===== config.mk =====
export PLATFORM = sky130hd
export DESIGN_NAME = kws_host_serial_link
export DESIGN_NICKNAME = d
export VERILOG_FILES = /design/src/rtl/kws_link_pkg.sv /design/src/rtl/kws_link_shreg.sv /design/src/rtl/kws_host_serial_link.sv
export SDC_FILE = /design/constraint.sdc
export NUM_CORES = 1
export LEC_CHECK = 0
export ABC_AREA = 1
export ABC_CLOCK_PERIOD_IN_PS = 2200
export BUFFER_PORTS_ARGS = -buffer_cell sky130_fd_sc_hd__clkbuf_2
export CORE_MARGIN = 3
export CORE_UTILIZATION = 30
export CTS_CLUSTER_SIZE = 20
export DETAILED_ROUTE_END_ITERATION = 7
export PLACE_DENSITY = 0.47
export SETUP_SLACK_MARGIN = 0.15
export SLEW_MARGIN = 20
export SYNTH_ARGS = -nofsm -noshare
export SYNTH_HDL_FRONTEND = slang
export SYNTH_SLANG_ARGS = --single-unit

===== constraint.sdc =====
create_clock -name clk -period 2.2 [get_ports clk]
set_clock_uncertainty 0.1 [all_clocks]
set_input_delay 0 -clock clk [delete_from_list [all_inputs] [get_ports clk]]
set_output_delay 0 -clock clk [all_outputs]
set_load 0.01 [all_outputs]

===== src/rtl/kws_link_pkg.sv =====
// kws_link_pkg: shared widths, defaults and FSM encoding
// for the kws_v3 host serial link.
package kws_link_pkg;

   localparam int WORD_W          = 64;
   localparam int BIT_CNT_W       = 6;
   localparam int TIMEOUT_DEFAULT = 4096;

   localparam logic [2:0] ST_IDLE    = 3'd0;
   localparam logic [2:0] ST_SHIFT   = 3'd1;
   localparam logic [2:0] ST_START   = 3'd2;
   localparam logic [2:0] ST_WAIT    = 3'd3;
   localparam logic [2:0] ST_CAPTURE = 3'd4;
   localparam logic [2:0] ST_DELIVER = 3'd5;

endpackage


===== src/rtl/kws_link_shreg.sv =====
// kws_link_shreg: parallel-load, left-shifting register
// with serial in/out; used as both TX PISO and RX SIPO.
module kws_link_shreg
   import kws_link_pkg::*;
#(
   parameter int W = WORD_W
) (
   input  logic         clk,
   input  logic         reset,
   input  logic         load_i,
   input  logic         shift_i,
   input  logic         sin_i,
   input  logic [W-1:0] pin_i,
   output logic [W-1:0] pout_o,
   output logic         sout_o
);

   logic [W-1:0] sh_q;
   logic [W-1:0] sh_d;

   always_comb begin
      sh_d = sh_q;
      if (load_i) begin
         sh_d = pin_i;
      end else if (shift_i) begin
         sh_d = {sh_q[W-2:0], sin_i};
      end
   end

   always_ff @(posedge clk) begin
      if (reset) begin
         sh_q <= '0;
      end else begin
         sh_q <= sh_d;
      end
   end

   assign pout_o = sh_q;
   assign sout_o = sh_q[W-1];

endmodule


===== src/rtl/kws_host_serial_link.sv =====
// kws_host_serial_link: host side of the kws_v3 serial link.
// Optional done-timeout enabled by defining KWS_LINK_TIMEOUT_EN.
module kws_host_serial_link
   import kws_link_pkg::*;
#(
   parameter int NUM_WORDS      = 4,
   parameter int TIMEOUT_CYCLES = TIMEOUT_DEFAULT
) (
   input  logic              clk,
   input  logic              reset,
   input  logic [WORD_W-1:0] tx_data,
   input  logic              tx_valid,
   output logic              tx_ready,
   output logic [WORD_W-1:0] rx_data,
   output logic              rx_valid,
   input  logic              rx_ready,
   output logic              busy,
   output logic              err_timeout,
   output logic              link_sdata_out,
   output logic              link_load_en,
   output logic              link_start,
   input  logic              link_sdata_in,
   input  logic              link_done
);

   localparam int WCNT_W =
      (NUM_WORDS > 1) ? $clog2(NUM_WORDS) : 1;
   localparam logic [WCNT_W-1:0] LAST_WORD =
      WCNT_W'(NUM_WORDS - 1);

   logic [2:0]           state_q, state_d;
   logic [BIT_CNT_W-1:0] bit_cnt_q, bit_cnt_d;
   logic [WCNT_W-1:0]    word_cnt_q, word_cnt_d;
   logic                 load_en_q, load_en_d;
   logic                 start_q, start_d;
   logic                 rx_valid_q, rx_valid_d;
   logic [WORD_W-1:0]    rx_data_q, rx_data_d;
   logic                 done_q;

   logic              tx_load, tx_shift, rx_shift;
   logic              tx_acc, last_bit, last_word;
   logic              done_rise, timeout_hit;
   logic [WORD_W-1:0] tx_pout, rx_pout;
   logic              rx_sout;

   assign last_bit  = (bit_cnt_q == BIT_CNT_W'(WORD_W - 1));
   assign last_word = (word_cnt_q == LAST_WORD);
   assign done_rise = link_done & ~done_q;

   // Reload slot on the last bit of a non-final word, or
   // any cycle of a stall waiting for the next word.
   assign tx_ready =
      (state_q == ST_IDLE) |
      ((state_q == ST_SHIFT) &
       (~load_en_q | (last_bit & ~last_word)));
   assign tx_acc = tx_valid & tx_ready;

   always_comb begin
      state_d    = state_q;
      bit_cnt_d  = bit_cnt_q;
      word_cnt_d = word_cnt_q;
      load_en_d  = load_en_q;
      start_d    = 1'b0;
      rx_valid_d = rx_valid_q;
      rx_data_d  = rx_data_q;
      tx_load    = 1'b0;
      tx_shift   = 1'b0;
      rx_shift   = 1'b0;
      case (state_q)
         ST_IDLE: begin
            if (tx_acc) begin
               tx_load    = 1'b1;
               bit_cnt_d  = '0;
               word_cnt_d = '0;
               load_en_d  = 1'b1;
               state_d    = ST_SHIFT;
            end
         end
         ST_SHIFT: begin
            if (load_en_q) begin
               bit_cnt_d = bit_cnt_q + 1'b1;
               if (!last_bit) begin
                  tx_shift = 1'b1;
               end else if (last_word) begin
                  tx_shift   = 1'b1;
                  load_en_d  = 1'b0;
                  word_cnt_d = '0;
                  start_d    = 1'b1;
                  state_d    = ST_START;
               end else begin
                  word_cnt_d = word_cnt_q + 1'b1;
                  if (tx_acc) begin
                     tx_load = 1'b1;
                  end else begin
                     tx_shift  = 1'b1;
                     load_en_d = 1'b0;
                  end
               end
            end else if (tx_acc) begin
               tx_load   = 1'b1;
               load_en_d = 1'b1;
            end
         end
         ST_START: begin
            state_d = ST_WAIT;
         end
         ST_WAIT: begin
            if (done_rise) begin
               rx_shift  = 1'b1;
               bit_cnt_d = '0;
               state_d   = ST_CAPTURE;
            end else if (timeout_hit) begin
               state_d = ST_IDLE;
            end
         end
         ST_CAPTURE: begin
            rx_shift  = 1'b1;
            bit_cnt_d = bit_cnt_q + 1'b1;
            if (bit_cnt_q == BIT_CNT_W'(WORD_W - 2)) begin
               bit_cnt_d  = '0;
               rx_data_d  = {rx_pout[WORD_W-2:0], link_sdata_in};
               rx_valid_d = 1'b1;
               state_d    = ST_DELIVER;
            end
         end
         ST_DELIVER: begin
            if (rx_ready) begin
               rx_valid_d = 1'b0;
               state_d    = ST_IDLE;
            end
         end
         default: begin
            state_d = ST_IDLE;
         end
      endcase
   end

   always_ff @(posedge clk) begin
      if (reset) begin
         state_q    <= ST_IDLE;
         bit_cnt_q  <= '0;
         word_cnt_q <= '0;
         load_en_q  <= 1'b0;
         start_q    <= 1'b0;
         rx_valid_q <= 1'b0;
         rx_data_q  <= '0;
         done_q     <= 1'b0;
      end else begin
         state_q    <= state_d;
         bit_cnt_q  <= bit_cnt_d;
         word_cnt_q <= word_cnt_d;
         load_en_q  <= load_en_d;
         start_q    <= start_d;
         rx_valid_q <= rx_valid_d;
         rx_data_q  <= rx_data_d;
         done_q     <= link_done;
      end
   end

`ifdef KWS_LINK_TIMEOUT_EN
   localparam int WAIT_W = $clog2(TIMEOUT_CYCLES + 1);

   logic [WAIT_W-1:0] wait_cnt_q, wait_cnt_d;
   logic              err_q, err_d;

   assign timeout_hit = (state_q == ST_WAIT) & ~done_rise &
      (wait_cnt_q == WAIT_W'(TIMEOUT_CYCLES - 1));

   always_comb begin
      wait_cnt_d = '0;
      if (state_q == ST_WAIT) begin
         wait_cnt_d = wait_cnt_q + 1'b1;
      end
      err_d = err_q;
      if (timeout_hit) begin
         err_d = 1'b1;
      end else if (tx_acc) begin
         err_d = 1'b0;
      end
   end

   always_ff @(posedge clk) begin
      if (reset) begin
         wait_cnt_q <= '0;
         err_q      <= 1'b0;
      end else begin
         wait_cnt_q <= wait_cnt_d;
         err_q      <= err_d;
      end
   end

   assign err_timeout = err_q;
`else
   assign timeout_hit = 1'b0;
   assign err_timeout = 1'b0;
`endif

   kws_link_shreg #(.W(WORD_W)) u_tx_sh (
      .clk     (clk),
      .reset   (reset),
      .load_i  (tx_load),
      .shift_i (tx_shift),
      .sin_i   (1'b0),
      .pin_i   (tx_data),
      .pout_o  (tx_pout),
      .sout_o  (link_sdata_out)
   );

   kws_link_shreg #(.W(WORD_W)) u_rx_sh (
      .clk     (clk),
      .reset   (reset),
      .load_i  (1'b0),
      .shift_i (rx_shift),
      .sin_i   (link_sdata_in),
      .pin_i   ('0),
      .pout_o  (rx_pout),
      .sout_o  (rx_sout)
   );

   logic unused_ok;
   assign unused_ok =
      ^{tx_pout, rx_sout, rx_pout[WORD_W-1], TIMEOUT_CYCLES[0]};

   assign link_load_en = load_en_q;
   assign link_start   = start_q;
   assign rx_data      = rx_data_q;
   assign rx_valid     = rx_valid_q;
   assign busy         = (state_q != ST_IDLE);

endmodule


* Word level (Yosys, flattened, before mapping)
Index checks and enable logic that the tools add are counted.
W data, S select, Z words.
** Cells by class
- Equal/unequal tests :: 15
- Add/sub/neg operators :: 2
- Reductions and logical operators :: 13
- Bitwise logic cells :: 11
- Muxes and demuxes :: 40
** Operator list (number)
- $mux W64 :: 2
- $mux W6 :: 4
- $pmux W6 S4 :: 1
- $mux W3 :: 7
- $pmux W3 S6 :: 1
- $mux W1 :: 16
- $ne A2 B2 Y1 const B :: 7
- $eq A6 B6 Y1 const B :: 2
- $mux W2 :: 4
- $pmux W1 S2 :: 4
- $reduce_and A4 Y1 :: 2
- $reduce_and A7 Y1 :: 1
- $add A6 B1 Y6 const B :: 1
- $eq A3 B2 Y1 const B :: 2
- $eq A3 B3 Y1 const B :: 2
- $reduce_bool A2 Y1 :: 3
- $not A1 Y1 :: 5
- $and A1 B1 Y1 :: 4
- $pmux W2 S2 :: 1
- $reduce_and A2 Y1 :: 2
- $reduce_bool A4 Y1 :: 1
- $reduce_or A4 Y1 :: 1
- $eq A3 B1 Y1 const B :: 1
- $logic_not A3 Y1 :: 1
- 5 further kinds :: 6
** Storage, ports and cells
- Logic and storage cells :: 91
- Input port bits :: 70
- Flip-flop bits (word level) :: 206

* Depth between registers and ports, before layout
Gate-level depths: netlist of run 1.
- Depth in word-level cells :: 14
- Depth in mapped cells :: 12

* By module
From an unflattened synthesis of run 1, not the netlist that was laid out.
** Second synthesis, totals
- Cell total of the unflattened synthesis :: 1388
- Area, all modules :: 9608.0 um^2
** By module, submodules not included
- kws_link_shreg :: times used 2, cells each 486, area each 3180.6 um^2
- kws_host_serial_link :: times used 1, cells each 416, area each 3246.9 um^2

* Worst setup path before layout of run 1
Ideal clock, no wire load.
- Path kind :: reg2reg
- Start :: reg bit_cnt_q[1]
- End :: reg u_tx_sh.sh_q[22], in the netlist u_tx_sh.pout_o[22]
- Stages on the path, launching flop included :: 13
- Path slack :: 0.416 ns
- Clock period less this slack :: 1.784 ns
- Data arrival time :: 1.552 ns
- Data required time :: 1.968 ns
- Buffers on the path :: 2
- Library setup time :: 0.132 ns
- Path through :: dfxtp_1 -> ha_1 -> nand3_1 -> nor2_2 -> nand2_2 -> nand2_4 -> nand2_4 -> buf_4 -> buf_4 -> nand2_1 -> nand2_1 -> nand2_1 -> a21oi_1
** Between the ends
- Longest elaborated chain between the ends :: 12
- Elaborated cells on any way between the ends :: 18
- Classes of those cells :: 1 x eq/ne; 11 x mux; 5 x bitwise; 1 x reduce/logical
** Ends and longest elaborated chain
- start, declared :: line kws_host_serial_link.sv:32 : logic [BIT_CNT_W-1:0] bit_cnt_q, bit_cnt_d;
- start signal, assigned :: line kws_host_serial_link.sv:150 : bit_cnt_q <= bit_cnt_d;
- $eq A6 B6 Y1 (*) :: line kws_host_serial_link.sv:46 : assign last_bit = (bit_cnt_q == BIT_CNT_W'(WORD_W - 1));
- $and A1 B1 Y1 (*) :: line kws_host_serial_link.sv:55 : (~load_en_q | (last_bit & ~last_word)));
- $or A1 B1 Y1 (*) :: line kws_host_serial_link.sv:55
- $and A1 B1 Y1 (*) :: line kws_host_serial_link.sv:54 : ((state_q == ST_SHIFT) &
- $or A1 B1 Y1 (*) :: line kws_host_serial_link.sv:53 : (state_q == ST_IDLE) |
- net tx_ready :: line kws_host_serial_link.sv:13 : output logic tx_ready,
- $and A1 B1 Y1 (*) :: line kws_host_serial_link.sv:56 : assign tx_acc = tx_valid & tx_ready;
- $mux W1, on equally long branches :: line kws_host_serial_link.sv:71, kws_host_serial_link.sv:92, kws_host_serial_link.sv:99
- $mux W1 :: line kws_host_serial_link.sv:84 : end else if (last_word) begin
- $mux W1 :: line kws_host_serial_link.sv:82 : if (!last_bit) begin
- $mux W1 :: line kws_host_serial_link.sv:80 : if (load_en_q) begin
- $pmux W1 S2 / $mux W1 (equally long branches) :: line kws_host_serial_link.sv:69 : case (state_q)
- $mux W64 / $reduce_bool A2 Y1 (equally long branches)
- end signal, assigned :: line kws_link_shreg.sv:32 : sh_q <= '0;
- end signal, assigned :: line kws_link_shreg.sv:34 : sh_q <= sh_d;
- end, declared :: line kws_link_shreg.sv:18 : logic [W-1:0] sh_q;
The timed path passes the listed nets; every way through them passes the cells marked *.
A chain may end at the register's enable or synchronous reset.

* Final worst setup path of run 1
- Start :: reg bit_cnt_q[0]
- End :: reg u_tx_sh.sh_q[7], in the netlist u_tx_sh.pout_o[7]
** Between the ends
- Longest elaborated chain between the ends :: 12
- Elaborated cells on any way between the ends :: 18
- Classes of those cells :: 1 x eq/ne; 11 x mux; 5 x bitwise; 1 x reduce/logical
** Ends and longest elaborated chain (line)
- $eq A6 B6 Y1 (*) :: kws_host_serial_link.sv:46
- $and A1 B1 Y1 :: kws_host_serial_link.sv:55
- $or A1 B1 Y1 :: kws_host_serial_link.sv:55
- $and A1 B1 Y1 :: kws_host_serial_link.sv:54
- $or A1 B1 Y1 :: kws_host_serial_link.sv:53
- $and A1 B1 Y1 :: kws_host_serial_link.sv:56
- $mux W1, on equally long branches :: kws_host_serial_link.sv:71, kws_host_serial_link.sv:92, kws_host_serial_link.sv:99
- $mux W1 :: kws_host_serial_link.sv:84
- $mux W1 :: kws_host_serial_link.sv:82
- $mux W1 :: kws_host_serial_link.sv:80
- $pmux W1 S2 / $mux W1 (equally long branches) :: kws_host_serial_link.sv:69
- $mux W64 / $reduce_bool A2 Y1 (equally long branches)
Every way passes the cells marked *; elsewhere a longest branch is shown, timed or not.

==> results of run 1 <==
## metal layers
layer  share of wire [%]  vias up  wire length (um)  global-route usage (%)
met5                   0        -                 0                       0
met4                 1.7        0               408                   2.681
met3                 4.4       24              1073                   2.957
met2                  46      151             11310                   23.88
met1                  48     3605             11840                   19.58
li1                    -     4112                 -                       -
## worst max path at each step
| stage | startpoint | endpoint | slack (ps) | cells after the start |
|---|---|---|---|---|
| 2_1_floorplan | bit_cnt_q[1]$_SDFFE_PP0P_ | u_tx_sh.pout_o[22]$_SDFFE_PP0P_ | 420 | 12 |
| 3_3_place_gp | bit_cnt_q[1]$_SDFFE_PP0P_ | u_tx_sh.pout_o[46]$_SDFFE_PP0P_ | 190 | 10 |
| 3_5_place_dp | bit_cnt_q[1]$_SDFFE_PP0P_ | u_tx_sh.pout_o[43]$_SDFFE_PP0P_ | 130 | 10 |
| 4_1_cts | bit_cnt_q[0]$_SDFFE_PP0P_ | u_tx_sh.pout_o[28]$_SDFFE_PP0P_ | 140 | 11 |
| 5_1_grt | bit_cnt_q[0]$_SDFFE_PP0P_ | u_tx_sh.pout_o[60]$_SDFFE_PP0P_ | 120 | 10 |
| 6_report | bit_cnt_q[0]$_SDFFE_PP0P_ | u_tx_sh.pout_o[7]$_SDFFE_PP0P_ | 230 | 11 |
## cell families after synthesis
| family | after synthesis |
|---|---|
| buf+inv | 102 |
| flops | 206 |
| fa+ha+maj | 3 |
| simple gates | 634 |
| compound gates | 217 |
| other cells | 1 |
## placed cells by master, fill, tap and decap left out, drive strengths merged
cell type	synthesis	final
a21oi	76	76
inv	20	21
nand2	276	276
clkinvlp	0	1
nand4	1	1
conb	1	1
nor3	4	4
clkbuf	47	185
nor4	3	3
clkinv	0	4
o21a	1	1
o21ai	137	137
buf	35	24
bufinv	0	1
nor2	276	276
dfxtp	206	206
o211ai	1	1
nand3	74	74
dlygate4sd3	0	70
ha	3	3
a211oi	1	1
o31ai	1	1
## layout make-up
cell class / instances / area share, %
timing repair buffer: 240 / 17.06
sequential: 206 / 36.55
multi-input combinational: 855 / 34.04
clock inverter: 7 / 0.7185
tap: 372 / 4.112
inverter: 20 / 0.7407
clock buffer: 39 / 6.788
## power by group through the flow
stage	Combinational (mW)	Clock (mW)	Sequential, mW
2_1_floorplan	1.43	0	4.25
3_3_place_gp	1.77	0	4.29
3_5_place_dp	1.77	0	4.29
4_1_cts	1.95	4.32	4.21
5_1_grt	2.56	4.46	4.27
6_report	2.30	4.17	4.23
## state kept, by name, indices dropped and copies added, names as in the netlist
name	cells
state_q	3
link_load_en	1
rx_data	64
u_rx_sh.pout_o	63
bit_cnt_q	6
link_start	1
word_cnt_q	2
u_tx_sh.pout_o	64
done_q	1
rx_valid	1
## worst reg2reg max path: cells and delay by family (launching register included)
| kind | cells | cell delay (ps) |
|---|---|---|
| buffers and inverters | 1 | 200 |
| flip-flops | 1 | 370 |
| adder cells (fa/ha/maj) | 1 | 140 |
| AO/OA/AOI/OAI | 1 | 50 |
| AND/OR/NAND/NOR | 8 | 990 |
## through the flow
step,cells,cell area [sq um]
3_3_place_gp,1609,9393
5_1_grt,1739,11320
6_report,1739,11320
3_5_place_dp,1609,9393
4_1_cts,1727,11000
2_1_floorplan,1163,8447
## timing repair
action | in CTS | in global routing
pin swaps | 0 | 2
hold endpoints to repair | 73 | 0
setup buffers | 0 | 2
cloned | 2 | 10
resized for setup | 3 | 22
setup endpoints to repair | 51 | 86
hold buffers | 70 | 0
==> qor.yml, run 1 <==
outcome: "finished, final reports clean"
path_cells: "ha_4 > nand3_2 > nor2_4 > nand2_2 > nand2_4 > nand4_4 > nand3_4 > nand2_8 > buf_6 > nand2_1 > a21oi_1"
cp.required_ps: 2490
synth_compound_gate_area_share_pct: 13.12
nFillCells: 2879
share_comb_of_total_power_pct: 21.5
synth-async-reset-ratio_pct: 0
grt_pass1_wl_mm: 37.43
fmax_mhz: 508.2
power_frac_seq_pct: 39.6
cp_top_family: "simple AND/OR/NAND/NOR gates"
synth_cells: 1163
maxCapViolations: 0
ys_types: 31
synth_xor_area_share_pct: 0
yosysSeqAreaShare_pct: 48.82
grt_util_all_layers_pct: 14.40
multi_input_area_sq_mm: 0.003852
syn_avg_cell_area_sq_um: 7.263
cts_tree: "done"
drive_above_1_share_pct: 18.80
synth_edf_count: 0
setup_ws_ps: 232.1
total_power_mw: 10.70
num_vias: 7892
peakVddDrop_uv: 485.7
end_kind: "register"
seq_area_sq_mm: 0.004136
ant_nets: 0
hold_end: "u_rx_sh.pout_o[0]$_SDFFE_PP0P_"
htree_levels: 1
synth_top_cell_area_share_pct: 48.82
slowest_delay_ps: 370
clk_latency_ps: 520
cpMaxStageDelayCell: "dfxtp_4"
syn-num-nets: 1236
report.final.slew_viol_count: 0
p_sw_share_pct: 30.25
power_frac_clock_pct: 38.9
critPathLaunchType: "register"
cts_sinks: 206
place_congestion: 0.7563
synth_top_family_by_area: "simple AND/OR/NAND/NOR gates"
std_cell_rows: 60
cp_max_fo: 15
dp_slack_ps: 131.3
p_leak_nw: 5.365
grt_max_degree: 74
whs_ps: 161.7
synth_area_leaders: "dfxtp_1 (49%), nor2_1 (12%), nand2_1 (12%), o21ai_0 (7.9%), a21oi_1 (4.4%)"
period_share_pct: 89.45
antenna_cells: 0
finalHoldViolCount: 0
period_minus_slack_ps: 1968
synth_seq_cells: 206
r2r_start: "bit_cnt_q[0]$_SDFFE_PP0P_"
synth_fa_ha_area_share_pct: 0.4444
synthTopCellsByCount: "nor2_1 (273), nand2_1 (272), dfxtp_1 (206)"
drt_iter0_drc: 431
clk_pin_slew_ps: 60
synth.cell_area_sq_mm: 0.008447
via_per_inst: 4.538
worstHoldStart: "link_sdata_in"
min_path_cells: 4
regToRegEndpoint: "u_tx_sh.pout_o[7]$_SDFFE_PP0P_"
clock-root-buffer: "clkbuf_16"
hpwl_mm: 12.47
area_growth_pct: 34.00
synthSimpleGateAreaFrac_pct: 31.12
die_area_sq_mm: 0.03021
arrival_ps: 2260
coreArea_sq_mm: 0.02733
avgRoutedWirePerCell_um: 14.17
initial_core_util_pct: 30.91
die_y_um: 173.8
dr.pass1.iters: 5
p_int_mw: 7.466
rsz0062_at_grt: "yes"
die_w_um: 173.8
gr-total-overflow: 0
yosysMostFrequentCell: "nor2_1"
clk_path_buf_depth: 3
reg2reg_depth: 11
io_buffers: 139
min_path_type: "primary input to register"
cts_made_buffers: 25
worst_pin_slew_ps: 502.6
finalWirelength_mm: 24.64
critPathBufInv: 1
nets: 1421
ys.flop_type: "dfxtp_1"
yosysTopAreaCell: "dfxtp_1"
net-switching-power_mw: 3.238
r2r_slack_ps: 230
antenna_found_initial: 0
slew_headroom_pct: 66.18
synthMuxAreaShare_pct: 0
final_core_util_pct: 41.42
final.setup.tns_ps: 0
route.detailed.drc: 0
setup_viol: 0
grt_pass1_vias: 7346
critical_path_class: "register to register"
yosys_warnings: 0
power.density_mw_per_mm2: 945.8
ioPinCount: 141
Note: power is estimated with default switching activity, not from simulation.
==> run 2: changes to the inputs <==
Settings changed: REMOVE_ABC_BUFFERS from default to 1.
==> run 2 against run 1 <==
- non-clock buffer count grew 9
- hold slack lost 77 ps
- setup slack lost 46 ps
- sequential power is essentially flat
- routed wire length shrank 1.4%
- clock-buffer cell count shrank 6
- die area is the same
- register-to-register slack lost 50 ps
- clock power grew 2%
- total power grew 2.0%
- global-route usage grew 0.35 points
- critical path type unchanged
==> qor.yml, run 2 (synthesized netlist as in run 1, its figures left out) <==
gr-total-overflow: 0
std_cell_rows: 60
end_kind: "register"
antenna_cells: 0
grt_max_degree: 73
grt_util_all_layers_pct: 14.75
antenna_found_initial: 0
dr.pass1.iters: 5
grt_pass1_wl_mm: 38.71
drive_above_1_share_pct: 20.38
power_frac_seq_pct: 38.6
placedCellCount: 1614
place_area_sq_mm: 0.009430
final.setup.tns_ps: 0
cp_max_fo: 8
ioPinCount: 141
total_power_mw: 10.92
clk_pin_slew_ps: 60
instances_no_fill: 1746
whs_ps: 85.01
power.density_mw_per_mm2: 952.5
clock-root-buffer: "clkbuf_16"
p_int_mw: 7.704
outcome: "finished, final reports clean"
final_cell_mix: "nor2_1 (273), nand2_1 (259), dfxtp_1 (202)"
min_path_cells: 3
cts_sinks: 206
route.detailed.drc: 0
net-switching-power_mw: 3.217
initial_core_util_pct: 30.91
clk_latency_ps: 510
rsz0062_at_grt: "yes"
report.final.slew_viol_count: 0
period_share_pct: 91.53
cp.required_ps: 2450
io_buffers: 139
finalHoldViolCount: 0
nets: 1430
peakVddDrop_uv: 388.3
avgRoutedWirePerCell_um: 13.91
period_minus_slack_ps: 2014
layout_commonest_cell: "nor2_1"
critical_path_class: "register to register"
slew_headroom_pct: 43.09
drt_iter0_drc: 404
setup_viol: 0
final_area_sq_mm: 0.01147
htree_levels: 1
num_vias: 7927
grt_pass1_vias: 7663
hpwl_mm: 13.45
ant_nets: 0
worst_pin_slew_ps: 853.7
reg2reg_depth: 11
min_path_type: "primary input to register"
arrival_ps: 2270
area_growth_pct: 35.74
p_leak_nw: 5.466
die_y_um: 173.8
die_w_um: 173.8
coreArea_sq_mm: 0.02733
power_frac_clock_pct: 39.0
maxCapViolations: 0
finalWirelength_mm: 24.29
via_per_inst: 4.540
critPathLaunchType: "register"
cts_tree: "done"
die_area_sq_mm: 0.03021
fmax_mhz: 496.6
clk_path_buf_depth: 3
place_congestion: 0.7343
p_sw_share_pct: 29.46
cts_made_buffers: 24
share_comb_of_total_power_pct: 22.4
[run 2: stage by stage]
step,utilization (%),setup slack [ps]
2_1_floorplan,-,-3079
3_3_place_gp,34.51,119.9
3_5_place_dp,34.51,52.20
4_1_cts,40.23,142.8
5_1_grt,41.96,97.78
6_report,41.96,186.4
[run 2: power by group through the flow]
stage	clock (mW)	combinational [mW]	sequential (mW)
final	4.26	2.44	4.22
after global routing	4.55	2.72	4.25
after CTS	4.41	1.97	4.20
after detailed placement	0	1.82	4.28
after global placement	0	1.82	4.28
after floorplan	0	1.20	4.25
[run 2: repair_timing]
item | CTS | global route
pin swaps | 0 | 6
buffers inserted | 0 | 10
hold buffers | 68 | 0
gates resized for setup | 3 | 49
setup endpoints to repair | 56 | 132
gates cloned | 1 | 10
hold endpoints to repair | 71 | 0
[run 2: worst max-delay path, stage by stage, from the launching register on]
cell,delay (ps)
dfxtp_4,370
ha_4,150
nand3_4,90
nor2_4,180
nand2_2,80
nand2_4,110
nand4_4,90
nand3_4,210
nand2_8,140
clkbuf_16,210
nand2_2,60
a21oi_1,50
[run 2: layout make-up]
type                    count  area [sq um]
fillers                  2868         15860
flip-flops and latches    206          4131
multi-input cells         856          3943
repair buffers            249          1997
clock buffers              33         695.7
well taps                 372         465.4
clock inverters            10         150.1
inverters                  20         83.83
[run 2: path summary, 6_finish.rpt]
path,from,endpoint,slack [ps]
setup / recovery,bit_cnt_q[0]$_SDFFE_PP0P_,u_tx_sh.pout_o[60]$_SDFFE_PP0P_,190
hold / removal,reset,done_q$_SDFF_PP0_,90
setup reg to reg,bit_cnt_q[0]$_SDFFE_PP0P_,u_tx_sh.pout_o[60]$_SDFFE_PP0P_,190
hold reg to reg,word_cnt_q[1]$_SDFFE_PP0P_,word_cnt_q[1]$_SDFFE_PP0P_,370
[run 2: layer usage]
layer,vias to the layer above,routed length [um],part of all wire [%],track usage (%)
met2,157,10880,45,23.83
li1,4142,-,-,-
met4,0,234,0.96,2.614
met5,-,0,0,0
met1,3603,11790,49,20.33
met3,25,1380,5.7,3.504
==> run 3: changes to the inputs <==
==> constraint.sdc (replaced) <==
create_clock -name clk -period 2.2 [get_ports clk]
set_clock_uncertainty 0.1 [all_clocks]
set_input_delay 0 -clock clk [delete_from_list [all_inputs] [get_ports clk]]
set_output_delay 0 -clock clk [all_outputs]
set_load 0.05 [all_outputs]
==> run 3 against run 2 <==
- via count shrank 0.23%
- first-iteration DRC count grew 9.7%
- cell count is the same
- clock power is essentially flat
- critical endpoint unchanged
==> qor.yml, run 3 (synthesized netlist as in run 1, its figures left out) <==
slowest_delay_ps: 370
min_path_type: "primary input to register"
drive_above_1_share_pct: 20.38
avgRoutedWirePerCell_um: 13.90
die_area_sq_mm: 0.03021
period_share_pct: 91.56
cp.required_ps: 2450
cts_made_buffers: 24
regToRegEndpoint: "u_tx_sh.pout_o[60]$_SDFFE_PP0P_"
share_comb_of_total_power_pct: 23.0
ioPinCount: 141
route.detailed.drc: 0
antenna_found_initial: 0
drt_iter0_drc: 443
critPathLaunchType: "register"
place_congestion: 0.7343
final_cell_mix: "nor2_1 (273), nand2_1 (259), dfxtp_1 (202)"
slew_headroom_pct: 43.14
cp_top_family: "simple AND/OR/NAND/NOR gates"
fmax_mhz: 496.5
maxCapViolations: 0
power.density_mw_per_mm2: 959.9
grt_pass1_vias: 7663
clk_latency_ps: 510
clk_path_buf_depth: 3
setup_viol: 0
worstHoldStart: "reset"
hold_end: "done_q$_SDFF_PP0_"
critical_path_class: "register to register"
cts_sinks: 206
clk_pin_slew_ps: 60
io_buffers: 139
critPathBufInv: 1
dp_slack_ps: 52.20
rsz0062_at_grt: "yes"
power_frac_seq_pct: 38.3
clock-root-buffer: "clkbuf_16"
path_cells: "ha_4 > nand3_4 > nor2_4 > nand2_2 > nand2_4 > nand4_4 > nand3_4 > nand2_8 > clkbuf_16 > nand2_2 > a21oi_1"
grt_pass1_wl_mm: 38.71
reg2reg_depth: 11
cts_tree: "done"
total_power_mw: 11.01
layout_commonest_cell: "nor2_1"
coreArea_sq_mm: 0.02733
gr-total-overflow: 0
r2r_slack_ps: 190
worst_pin_slew_ps: 852.9
finalWirelength_mm: 24.27
peakVddDrop_uv: 388.3
period_minus_slack_ps: 2014
htree_levels: 1
placedCellCount: 1614
cpMaxStageDelayCell: "dfxtp_4"
die_w_um: 173.8
power_frac_clock_pct: 38.7
report.final.slew_viol_count: 0
area_growth_pct: 35.74
dr.pass1.iters: 4
num_vias: 7909
ant_nets: 0
grt_util_all_layers_pct: 14.75
nets: 1430
p_leak_nw: 5.466
cp_max_fo: 8
finalHoldViolCount: 0
r2r_start: "bit_cnt_q[0]$_SDFFE_PP0P_"
std_cell_rows: 60
arrival_ps: 2270
initial_core_util_pct: 30.91
final.setup.tns_ps: 0
min_path_cells: 3
antenna_cells: 0
hpwl_mm: 13.45
die_y_um: 173.8
setup_ws_ps: 185.8
p_int_mw: 7.704
p_sw_share_pct: 30.01
final_area_sq_mm: 0.01147
end_kind: "register"
via_per_inst: 4.530
net-switching-power_mw: 3.303
outcome: "finished, final reports clean"
grt_max_degree: 73
place_area_sq_mm: 0.009430
instances_no_fill: 1746
## run 3: cell counts in the layout (fill, tap and decap cells not counted)
No cell type changed its count.
## run 3: per-stage QoR
step,hold slack (ps),util (%)
after floorplan,-30.93,-
after global placement,117.8,34.51
after detailed placement,126.8,34.51
after CTS,79.53,40.23
after global routing,136.1,41.96
final,85.21,41.96
## run 3: power groups by stage
stage | combinational (mW) | sequential [mW] | clock, mW
after detailed placement | 1.91 | 4.28 | 0
after floorplan | 1.25 | 4.28 | 0
after global placement | 1.90 | 4.28 | 0
final | 2.53 | 4.22 | 4.26
after CTS | 2.06 | 4.20 | 4.41
after global routing | 2.81 | 4.25 | 4.55
## run 3: tightest hold or removal path, cell delays in order
cell and delay, ps:
clkbuf_2 100, buf_4 360, nor2_1 180
## run 3: per-layer routing
layer,up-vias,wire length (um),track usage [%]
met5,-,0,0
met4,0,234,2.614
met3,25,1332,3.504
met2,149,10830,23.83
met1,3593,11880,20.33
li1,4142,-,-
## run 3: area by class of cell
class	instances	area, sq um
Clock buffer	33	695.7
Timing Repair Buffer	249	1997
Tap cell	372	465.4
Sequential cell	206	4131
Clock inverter	10	150.1
Inverter	20	83.83
Fill cell	2868	15860
Multi-Input combinational cell	856	3943
## run 3: worst max-delay path by stage
stage,startpoint,to,slack (ps),cells past startpoint
after CTS,bit_cnt_q[0]$_SDFFE_PP0P_,u_tx_sh.pout_o[53]$_SDFFE_PP0P_,140,12
after global placement,bit_cnt_q[0]$_SDFFE_PP0P_,u_tx_sh.pout_o[18]$_SDFFE_PP0P_,120,11
after global routing,bit_cnt_q[0]$_SDFFE_PP0P_,u_tx_sh.pout_o[41]$_SDFFE_PP0P_,100,11
final,bit_cnt_q[0]$_SDFFE_PP0P_,u_tx_sh.pout_o[60]$_SDFFE_PP0P_,190,11
after detailed placement,bit_cnt_q[0]$_SDFFE_PP0P_,u_tx_sh.pout_o[17]$_SDFFE_PP0P_,50,11
after floorplan,state_q[0]$_SDFFE_PP0P_,rx_data[0]$_SDFFE_PP0P_,-3080,6
## run 3: what timing repair did
action / 4_1_cts / 5_1_grt
buffers inserted: 0 / 10
pin swaps: 0 / 6
resized for setup: 3 / 49
cloned: 1 / 10
setup endpoints to repair: 56 / 133
hold endpoints to repair: 71 / 0
hold buffers: 68 / 0
